<file path="src/rtl/alu_seriale_seq.sv">
// alu_seriale_seq -- bit-serial ALU sequencer for the 16-bit CPU.
//
// Feeds an external 5-to-1 one-bit result mux with one operand bit per
// clock and shifts the selected bit (Dalja) back into the result register.
// A full-width result is available WIDTH cycles after Start is accepted.
//
// Ports:
//   Clock            rising-edge clock
//   Reset            asynchronous, active-high reset
//   Start            request; sampled only in IDLE or DONE
//   A, B [WIDTH]     operands, latched on an accepted Start
//   Op [3]           000 AND, 001 OR, 010 ADD, 011 SUB, 1xx XOR
//   Hyrja0..Hyrja4   per-bit mux candidates: AND, OR, ADD-sum, SUB-diff, XOR
//   S [3]            mux select (latched Op)
//   Dalja            selected bit returned from the mux
//   Result [WIDTH]   final result (partial shift contents while Busy)
//   Zero, Carry      flags (Carry: ADD carry-out, SUB no-borrow, 0 otherwise)
//   Busy             high in RUN
//   Done             high for the cycle in DONE
//   state_dbg [2]    current FSM state (0 IDLE, 1 RUN, 2 DONE)
//
// Handshake: Start is a request that is accepted on any rising edge where
// the sequencer is in IDLE or DONE; Busy then rises for exactly WIDTH
// cycles, followed by one Done cycle. Start in RUN is ignored.
//
// Configuration macro: SERIAL_ALU_FLAGS_EN. When undefined, Zero and Carry
// are tied to 0 and no flag registers exist; result and timing are the same.

module alu_seriale_seq #(
  parameter int WIDTH = 16
) (
  input  logic             Clock,
  input  logic             Reset,
  input  logic             Start,
  input  logic [WIDTH-1:0] A,
  input  logic [WIDTH-1:0] B,
  input  logic [2:0]       Op,
  output logic             Hyrja0,
  output logic             Hyrja1,
  output logic             Hyrja2,
  output logic             Hyrja3,
  output logic             Hyrja4,
  output logic [2:0]       S,
  input  logic             Dalja,
  output logic [WIDTH-1:0] Result,
  output logic             Zero,
  output logic             Carry,
  output logic             Busy,
  output logic             Done,
  output logic [1:0]       state_dbg
);

  localparam int CW = (WIDTH > 2) ? $clog2(WIDTH) : 1;
  localparam logic [CW-1:0] LAST = CW'(WIDTH - 1);

  typedef enum logic [1:0] {
    IDLE = 2'd0,
    RUN  = 2'd1,
    DONE = 2'd2
  } state_t;

  state_t           state;
  logic [WIDTH-1:0] a_reg;
  logic [WIDTH-1:0] b_reg;
  logic [CW-1:0]    cnt;
  logic             cadd;
  logic             csub;

  logic             a_bit;
  logic             b_bit;
  logic             run;
  logic             last;
  logic             maj_add;
  logic             maj_sub;
  logic [WIDTH-1:0] res_next;

  assign a_bit   = a_reg[0];
  assign b_bit   = b_reg[0];
  assign run     = (state == RUN);
  assign last    = run && (cnt == LAST);
  assign maj_add = (a_bit & b_bit) | (a_bit & cadd) | (b_bit & cadd);
  assign maj_sub = (a_bit & ~b_bit) | (a_bit & csub) | (~b_bit & csub);
  // Result fills from the MSB so that bit 0 lands in Result[0] after WIDTH shifts.
  assign res_next = {Dalja, Result[WIDTH-1:1]};

  // Candidates are forced low outside RUN so the mux sees a quiet bus.
  assign Hyrja0 = run & (a_bit & b_bit);
  assign Hyrja1 = run & (a_bit | b_bit);
  assign Hyrja2 = run & (a_bit ^ b_bit ^ cadd);
  assign Hyrja3 = run & (a_bit ^ ~b_bit ^ csub);
  assign Hyrja4 = run & (a_bit ^ b_bit);

  assign state_dbg = state;

  always_ff @(posedge Clock or posedge Reset) begin
    if (Reset) begin
      state  <= IDLE;
      a_reg  <= '0;
      b_reg  <= '0;
      cnt    <= '0;
      cadd   <= 1'b0;
      csub   <= 1'b1;
      S      <= 3'b000;
      Result <= '0;
      Busy   <= 1'b0;
      Done   <= 1'b0;
    end else begin
      case (state)
        IDLE, DONE: begin
          if (Start) begin
            a_reg <= A;
            b_reg <= B;
            S     <= Op;
            cnt   <= '0;
            cadd  <= 1'b0;
            csub  <= 1'b1;
            state <= RUN;
            Busy  <= 1'b1;
          end else begin
            state <= IDLE;
            Busy  <= 1'b0;
          end
          Done <= 1'b0;
        end
        RUN: begin
          Result <= res_next;
          cadd   <= maj_add;
          csub   <= maj_sub;
          a_reg  <= a_reg >> 1;
          b_reg  <= b_reg >> 1;
          cnt    <= cnt + 1'b1;
          if (last) begin
            cnt   <= '0;
            state <= DONE;
            Busy  <= 1'b0;
            Done  <= 1'b1;
          end
        end
        default: begin
          state <= IDLE;
          Busy  <= 1'b0;
          Done  <= 1'b0;
        end
      endcase
    end
  end

`ifdef SERIAL_ALU_FLAGS_EN
  // Flags come from the last-bit carry (not yet registered) and the
  // result value that includes the bit being shifted in on this edge.
  logic carry_next;

  always_comb begin
    carry_next = 1'b0;
    if (S == 3'b010) carry_next = maj_add;
    else if (S == 3'b011) carry_next = maj_sub;
  end

  always_ff @(posedge Clock or posedge Reset) begin
    if (Reset) begin
      Zero  <= 1'b0;
      Carry <= 1'b0;
    end else if (last) begin
      Zero  <= (res_next == '0);
      Carry <= carry_next;
    end
  end
`else
  assign Zero  = 1'b0;
  assign Carry = 1'b0;
`endif

endmodule

</file>
<file path="config.mk">
export PLATFORM = sky130hd
export DESIGN_NAME = alu_seriale_seq
export DESIGN_NICKNAME = d
export VERILOG_FILES = /design/src/rtl/alu_seriale_seq.sv
export SDC_FILE = /design/constraint.sdc
export NUM_CORES = 1
export LEC_CHECK = 0
export CORE_MARGIN = 3
export CORE_UTILIZATION = 52
export DETAILED_ROUTE_END_ITERATION = 8
export PLACE_DENSITY = 0.83
export SLEW_MARGIN = 30
export SYNTH_ARGS = -nofsm -noshare
export SYNTH_HDL_FRONTEND = slang
export SYNTH_SLANG_ARGS = --single-unit
</file>
<file path="constraint.sdc">
create_clock -name Clock -period 4.9 [get_ports Clock]
set_input_delay 0.735 -clock Clock [delete_from_list [all_inputs] [get_ports Clock]]
set_output_delay 0.735 -clock Clock [all_outputs]
set_load 0.03 [all_outputs]
</file>
==> results.ini, run 1 <==
[run_status]
outcome=completed

[min_path]
hold_path_depth=2
min_from=S[1]
hold_class=reg -> reg
whs_endpoint=S[1]

[placement]
place_area_um2=3242
port_buffers=66
hpwl_um=3607
place_congestion=0.7493

[clocking]
cts_setup_buffers=0
clockRootBuffer=clkbuf_8
cts_buffer_depth=2
numCtsBuffers=9
tritoncts=yes
cts.reportedPaths.clkPinSlew_ns=0.06
cts_max_level=3
clk_latency_ns=0.33
cts_resized=0
cts.sinks=60
postCtsHoldBufs=0

[routing]
wl_um=5779
drcViolationCount=0
vias=2097
routedWlPerCell_um=14.45
antenna_left=0
viasPerCell=5.243
drt_pass1_iterations=4
drtIter0Drc=176

[setup_path]
crit_type=reg -> out
slowest_delay_ns=0.66
path_delay_family=buffers and inverters
crit_slowest_cell=clkdlybuf4s50_1
r2r_start=state_dbg[0]
critical_path.cell_chain=inv_1, fa_1, and2_1, clkdlybuf4s50_1
path_buf_inv=2
r2r_end=cnt[3]
critPathCaptureType=output pin
reg2regPathDepth=4
cp_max_fo=3
ff2ff_setup_slack_ns=3.07
arrival_ns=2.11
worst_ep_required_time_ns=4.16
startpoint_type=flip-flop

[run]
cap_violations=0

[floorplan]
dieArea_um2=5921
dieHeight_um=76.95
ios=69
rows=25
core_area_um2=4786
die_w_um=76.95
start_util_pct=54.69

[sta]
fmax_ghz=0.3520
min_period_ns=2.841
fin_crit_sh_pct=57.97
rsz0062_at_grt=false
timing.hold.ws_ns=0.4913
worst_pin_slew_ns=0.7244
relSlewSlack_pct=51.71
fin_tns_setup_ns=0
clock_skew_ns=0.008563
setup_violations=0
slew_violations=0
hold_viol=0

[grt]
antenna_found_initial=0
gr-total-overflow=0
grt_start_max_net_pins=61
gr-usage-all-layers_pct=21.05
grt_pass1_vias=1991
grt_pass1_wl_um=9708

[yosys]
ys_ff_latch=60
synth_cells=270
synth_top_cell_by_area=dfrtp_1
synth_top_area_share_pct=56.41
synth_area_leaders=dfrtp_1, nand2_1, o22ai_1
yosysSeqAreaShare_pct=57.41
syn_avg_cell_area_um2=9.694
netlist-cell-type-count=25
yosysWarningCount=0
syn_area_um2=2618

[final_layout]
final_cell_mix=clkdlybuf4s50_1, nand2_1, dfrtp_1
nNetsFinal=373
n_antenna_cell=0
drive_above_1_share_pct=6.907
stdcell_area_um2=3416
final_util_pct=71.37
layout_commonest_cell=clkdlybuf4s50_1
area_delta_synth_final_pct=30.50

[power]
powerDensity_nw_per_um2=743.6
vdd_drop_max_mv=0.4361
power_mw=2.540
leakagePower_nw=1.521

==> power breakdown <==
group          total (mW)  internal, mW  switching, mW
Sequential          0.900         0.740          0.160
Combinational        1.25         0.523          0.730
Clock               0.387         0.207          0.180
Total                2.54          1.47           1.07
==> synthesized netlist by cell type, drive strengths merged <==
| cell type | number |
|---|---|
| nand2 | 63 |
| dfrtp | 59 |
| nor2 | 31 |
| o22ai | 30 |
| nor3 | 29 |
| buf | 23 |
| a22o | 5 |
| nand3 | 5 |
| and2 | 4 |
| ha | 3 |
| inv | 3 |
| nor2b | 3 |
| a21oi | 2 |
| fa | 2 |
| nand2b | 2 |
| a211o | 1 |
| and4 | 1 |
| conb | 1 |
| dfstp | 1 |
| mux2i | 1 |
| o21ai | 1 |
==> stage by stage <==
step                      cells  setup slack, ns
after floorplan             271            2.682
after global placement      385            2.132
after detailed placement    385            2.125
after CTS                   400            1.737
after global routing        400            1.972
final                       400            2.059
==> cells by family after synthesis <==
kind of cell	Yosys count	share of synthesized area [%]
AO/OA/AOI/OAI	39	9.751
other	1	0.1433
multiplexers	1	0.3824
AND/OR/NAND/NOR	138	22.85
buffers and inverters	26	6.501
adder cells (fa/ha/maj)	5	2.964
flip-flops	60	57.41
==> worst register-to-register path, delay by kind of cell, from the launching register on <==
family          cells  cell delay, ns
flops               1            0.47
simple gates        2            0.45
compound gates      1            0.33
buf+inv             1            0.48
==> layout make-up <==
class                           instances  area, um2
Multi-Input combinational cell        185      958.4
Timing Repair Buffer                   70      690.7
Sequential cell                        60       1503
Clock buffer                           13      158.9
Fill cell                             372       1370
Clock inverter                          2      10.01
Tap cell                               67      83.83
Inverter                                3      11.26
==> worst max-delay path by stage <==
| stage | startpoint | to | slack (ns) | cells after the start |
|---|---|---|---|---|
| 3_5_place_dp | Done | Hyrja1 | 2.12 | 3 |
| 2_1_floorplan | Reset | Busy | 2.68 | 1 |
| 4_1_cts | Done | Hyrja1 | 1.74 | 3 |
| 5_1_grt | b_reg[0] | Hyrja3 | 1.97 | 4 |
| 6_report | b_reg[0] | Hyrja3 | 2.06 | 4 |
| 3_3_place_gp | Done | Hyrja1 | 2.13 | 3 |
==> routing by layer <==
metal / vias to the layer above / part of all wire [%] / track usage (%)
met3: 14 / 4.7 / 5.047
met2: 64 / 49 / 31.97
met4: 0 / 3.2 / 12.86
met1: 992 / 43 / 27.27
li1: 1027 / - / -
met5: - / 0 / 0
No activity file was read; power rests on OpenSTA's default activity.
==> run 2: changes to the inputs <==
--- a/config.mk
+++ b/config.mk
@@ -6,9 +6,9 @@
 export NUM_CORES = 1
 export LEC_CHECK = 0
 export CORE_MARGIN = 3
-export CORE_UTILIZATION = 52
+export CORE_UTILIZATION = 43
 export DETAILED_ROUTE_END_ITERATION = 8
-export PLACE_DENSITY = 0.83
+export PLACE_DENSITY = 0.73
 export SLEW_MARGIN = 30
 export SYNTH_ARGS = -nofsm -noshare
 export SYNTH_HDL_FRONTEND = slang
==> constraint.sdc (replaced) <==
create_clock -name Clock -period 2.4 [get_ports Clock]
set_input_delay 0.36 -clock Clock [delete_from_list [all_inputs] [get_ports Clock]]
set_output_delay 0.36 -clock Clock [all_outputs]
set_load 0.03 [all_outputs]
==> results.ini, run 2 (synthesis results as in run 1) <==
[clocking]
cts.reportedPaths.clkPinSlew_ns=0.07  ; was 0.06 ns
postCtsHoldBufs=0  ; unchanged
clockRootBuffer=clkbuf_8  ; unchanged
cts_max_level=3  ; unchanged
numCtsBuffers=9  ; unchanged
cts.sinks=60  ; unchanged
clk_latency_ns=0.33  ; about the same
tritoncts=yes  ; unchanged
cts_setup_buffers=0  ; unchanged
cts_resized=0  ; unchanged
cts_buffer_depth=2  ; unchanged

[routing]
vias=2095  ; was 2097
drtIter0Drc=105  ; was 176
routedWlPerCell_um=13.64  ; was 14.45 um
viasPerCell=5.110  ; was 5.243
wl_um=5592  ; was 5779 um
drt_pass1_iterations=4  ; unchanged
antenna_left=0  ; unchanged
drcViolationCount=0  ; unchanged

[floorplan]
dieArea_um2=7059  ; was 5921 um2
start_util_pct=45.85  ; was 54.69%
core_area_um2=5709  ; was 4786 um2
ios=69  ; unchanged
dieHeight_um=84.02  ; was 76.95 um
rows=27  ; was 25
die_w_um=84.02  ; was 76.95 um

[grt]
antenna_found_initial=0  ; unchanged
gr-total-overflow=0  ; unchanged
gr-usage-all-layers_pct=16.90  ; was 21.05%
grt_start_max_net_pins=52  ; was 61
grt_pass1_vias=2006  ; was 1991
grt_pass1_wl_um=9577  ; was 9708 um

[power]
vdd_drop_max_mv=1.320  ; was 0.4361 mV
leakagePower_nw=1.564  ; was 1.521 nW
powerDensity_nw_per_um2=1520  ; was 743.6 nW/um2
power_mw=5.307  ; was 2.540 mW

[sta]
hold_viol=0  ; unchanged
clock_skew_ns=0.005430  ; was 0.008563 ns
fin_tns_setup_ns=0  ; unchanged
fmax_ghz=0.4497
relSlewSlack_pct=65.02  ; was 51.71%
fin_crit_sh_pct=92.65
worst_pin_slew_ns=0.5246  ; was 0.7244 ns
rsz0062_at_grt=false  ; unchanged
setup_violations=0  ; unchanged
min_period_ns=2.224
slew_violations=0  ; unchanged
timing.hold.ws_ns=0.3286  ; was 0.4913 ns

[placement]
place_area_um2=3281  ; was 3242 um2
port_buffers=66  ; unchanged
place_congestion=0.7369  ; was 0.7493
hpwl_um=3839  ; was 3607 um

[final_layout]
nNetsFinal=377  ; was 373
layout_commonest_cell=nand2_1  ; was clkdlybuf4s50_1
final_util_pct=61.17  ; was 71.37%
final_cell_mix=nand2_1, clkdlybuf4s50_1, dfrtp_1  ; was clkdlybuf4s50_1, nand2_1, dfrtp_1
n_antenna_cell=0  ; unchanged
drive_above_1_share_pct=10.06  ; was 6.907%
area_delta_synth_final_pct=33.41  ; was 30.50%
stdcell_area_um2=3492  ; was 3416 um2

[setup_path]
critPathCaptureType=output pin  ; unchanged
crit_type=reg -> out  ; unchanged
crit_path_start=a_reg[0]  ; was b_reg[0]
cp_max_fo=4  ; was 3
worst_ep_required_time_ns=2.04  ; was 4.16 ns
arrival_ns=1.86  ; was 2.11 ns
ff2ff_setup_slack_ns=0.84  ; was 3.07 ns
reg2regPathDepth=4  ; unchanged
r2r_end=cnt[3]  ; unchanged
r2r_start=state_dbg[0]  ; unchanged
startpoint_type=flip-flop  ; unchanged

[run_status]
outcome=completed  ; unchanged

[run]
cap_violations=0  ; unchanged

[min_path]
hold_class=in -> async  ; was reg -> reg

run 2: cell count changes in the layout (fill, tap and decap cells not counted):
cell,before,now
clkdlybuf4s50_1,66,62
clkinvlp_4,0,1
bufinv_16,0,1
nand2b_2,0,1
nand2b_4,1,0
buf_4,4,11
clkinv_2,2,1
clkbuf_1,2,0
buf_12,0,1
clkinv_4,0,2
run 2: worst max-delay path: stages, from the launching register on:
cell	delay [ns]
dfrtp_1	0.44
inv_1	0.09
ha_1	0.20
nor2_1	0.12
clkdlybuf4s50_1	0.68
run 2: worst max path at each step:
stage	to	cells after the start	slack, ns
6_report	Hyrja1	4	0.18
5_1_grt	Hyrja1	4	0.03
4_1_cts	Hyrja1	4	0.15
3_5_place_dp	Hyrja1	4	0.52
3_3_place_gp	Hyrja1	4	0.55
2_1_floorplan	Busy	1	0.56
run 2: stage by stage:
| step | cells | worst slack, ns |
|---|---|---|
| after floorplan | 271 | 0.5570 |
| after global placement | 394 | 0.5536 |
| after detailed placement | 394 | 0.5247 |
| after CTS | 410 | 0.1495 |
| after global routing | 410 | 0.02829 |
| final | 410 | 0.1763 |
run 2: metal layers:
metal	global-route usage [%]	vias to the layer above	part of all wire [%]
met5	0	-	0
met4	5.263	0	1.1
met3	6.515	7	6.6
met2	25.97	67	47
met1	22.06	984	45
li1	-	1037	-
run 2: area by class of cell:
| type | count | area, um2 |
|---|---|---|
| inverter | 3 | 11.26 |
| multi-input combinational | 185 | 953.4 |
| clock buffer | 11 | 151.4 |
| sequential | 60 | 1503 |
| timing repair buffer | 74 | 723.2 |
| tap | 72 | 90.09 |
| clock inverter | 5 | 60.06 |
| fill | 466 | 2217 |
run 2: power breakdown:
group,switching (mW),internal [mW],total (mW)
Combinational,1.48,1.07,2.55
Clock,0.388,0.537,0.925
Sequential,0.320,1.51,1.83
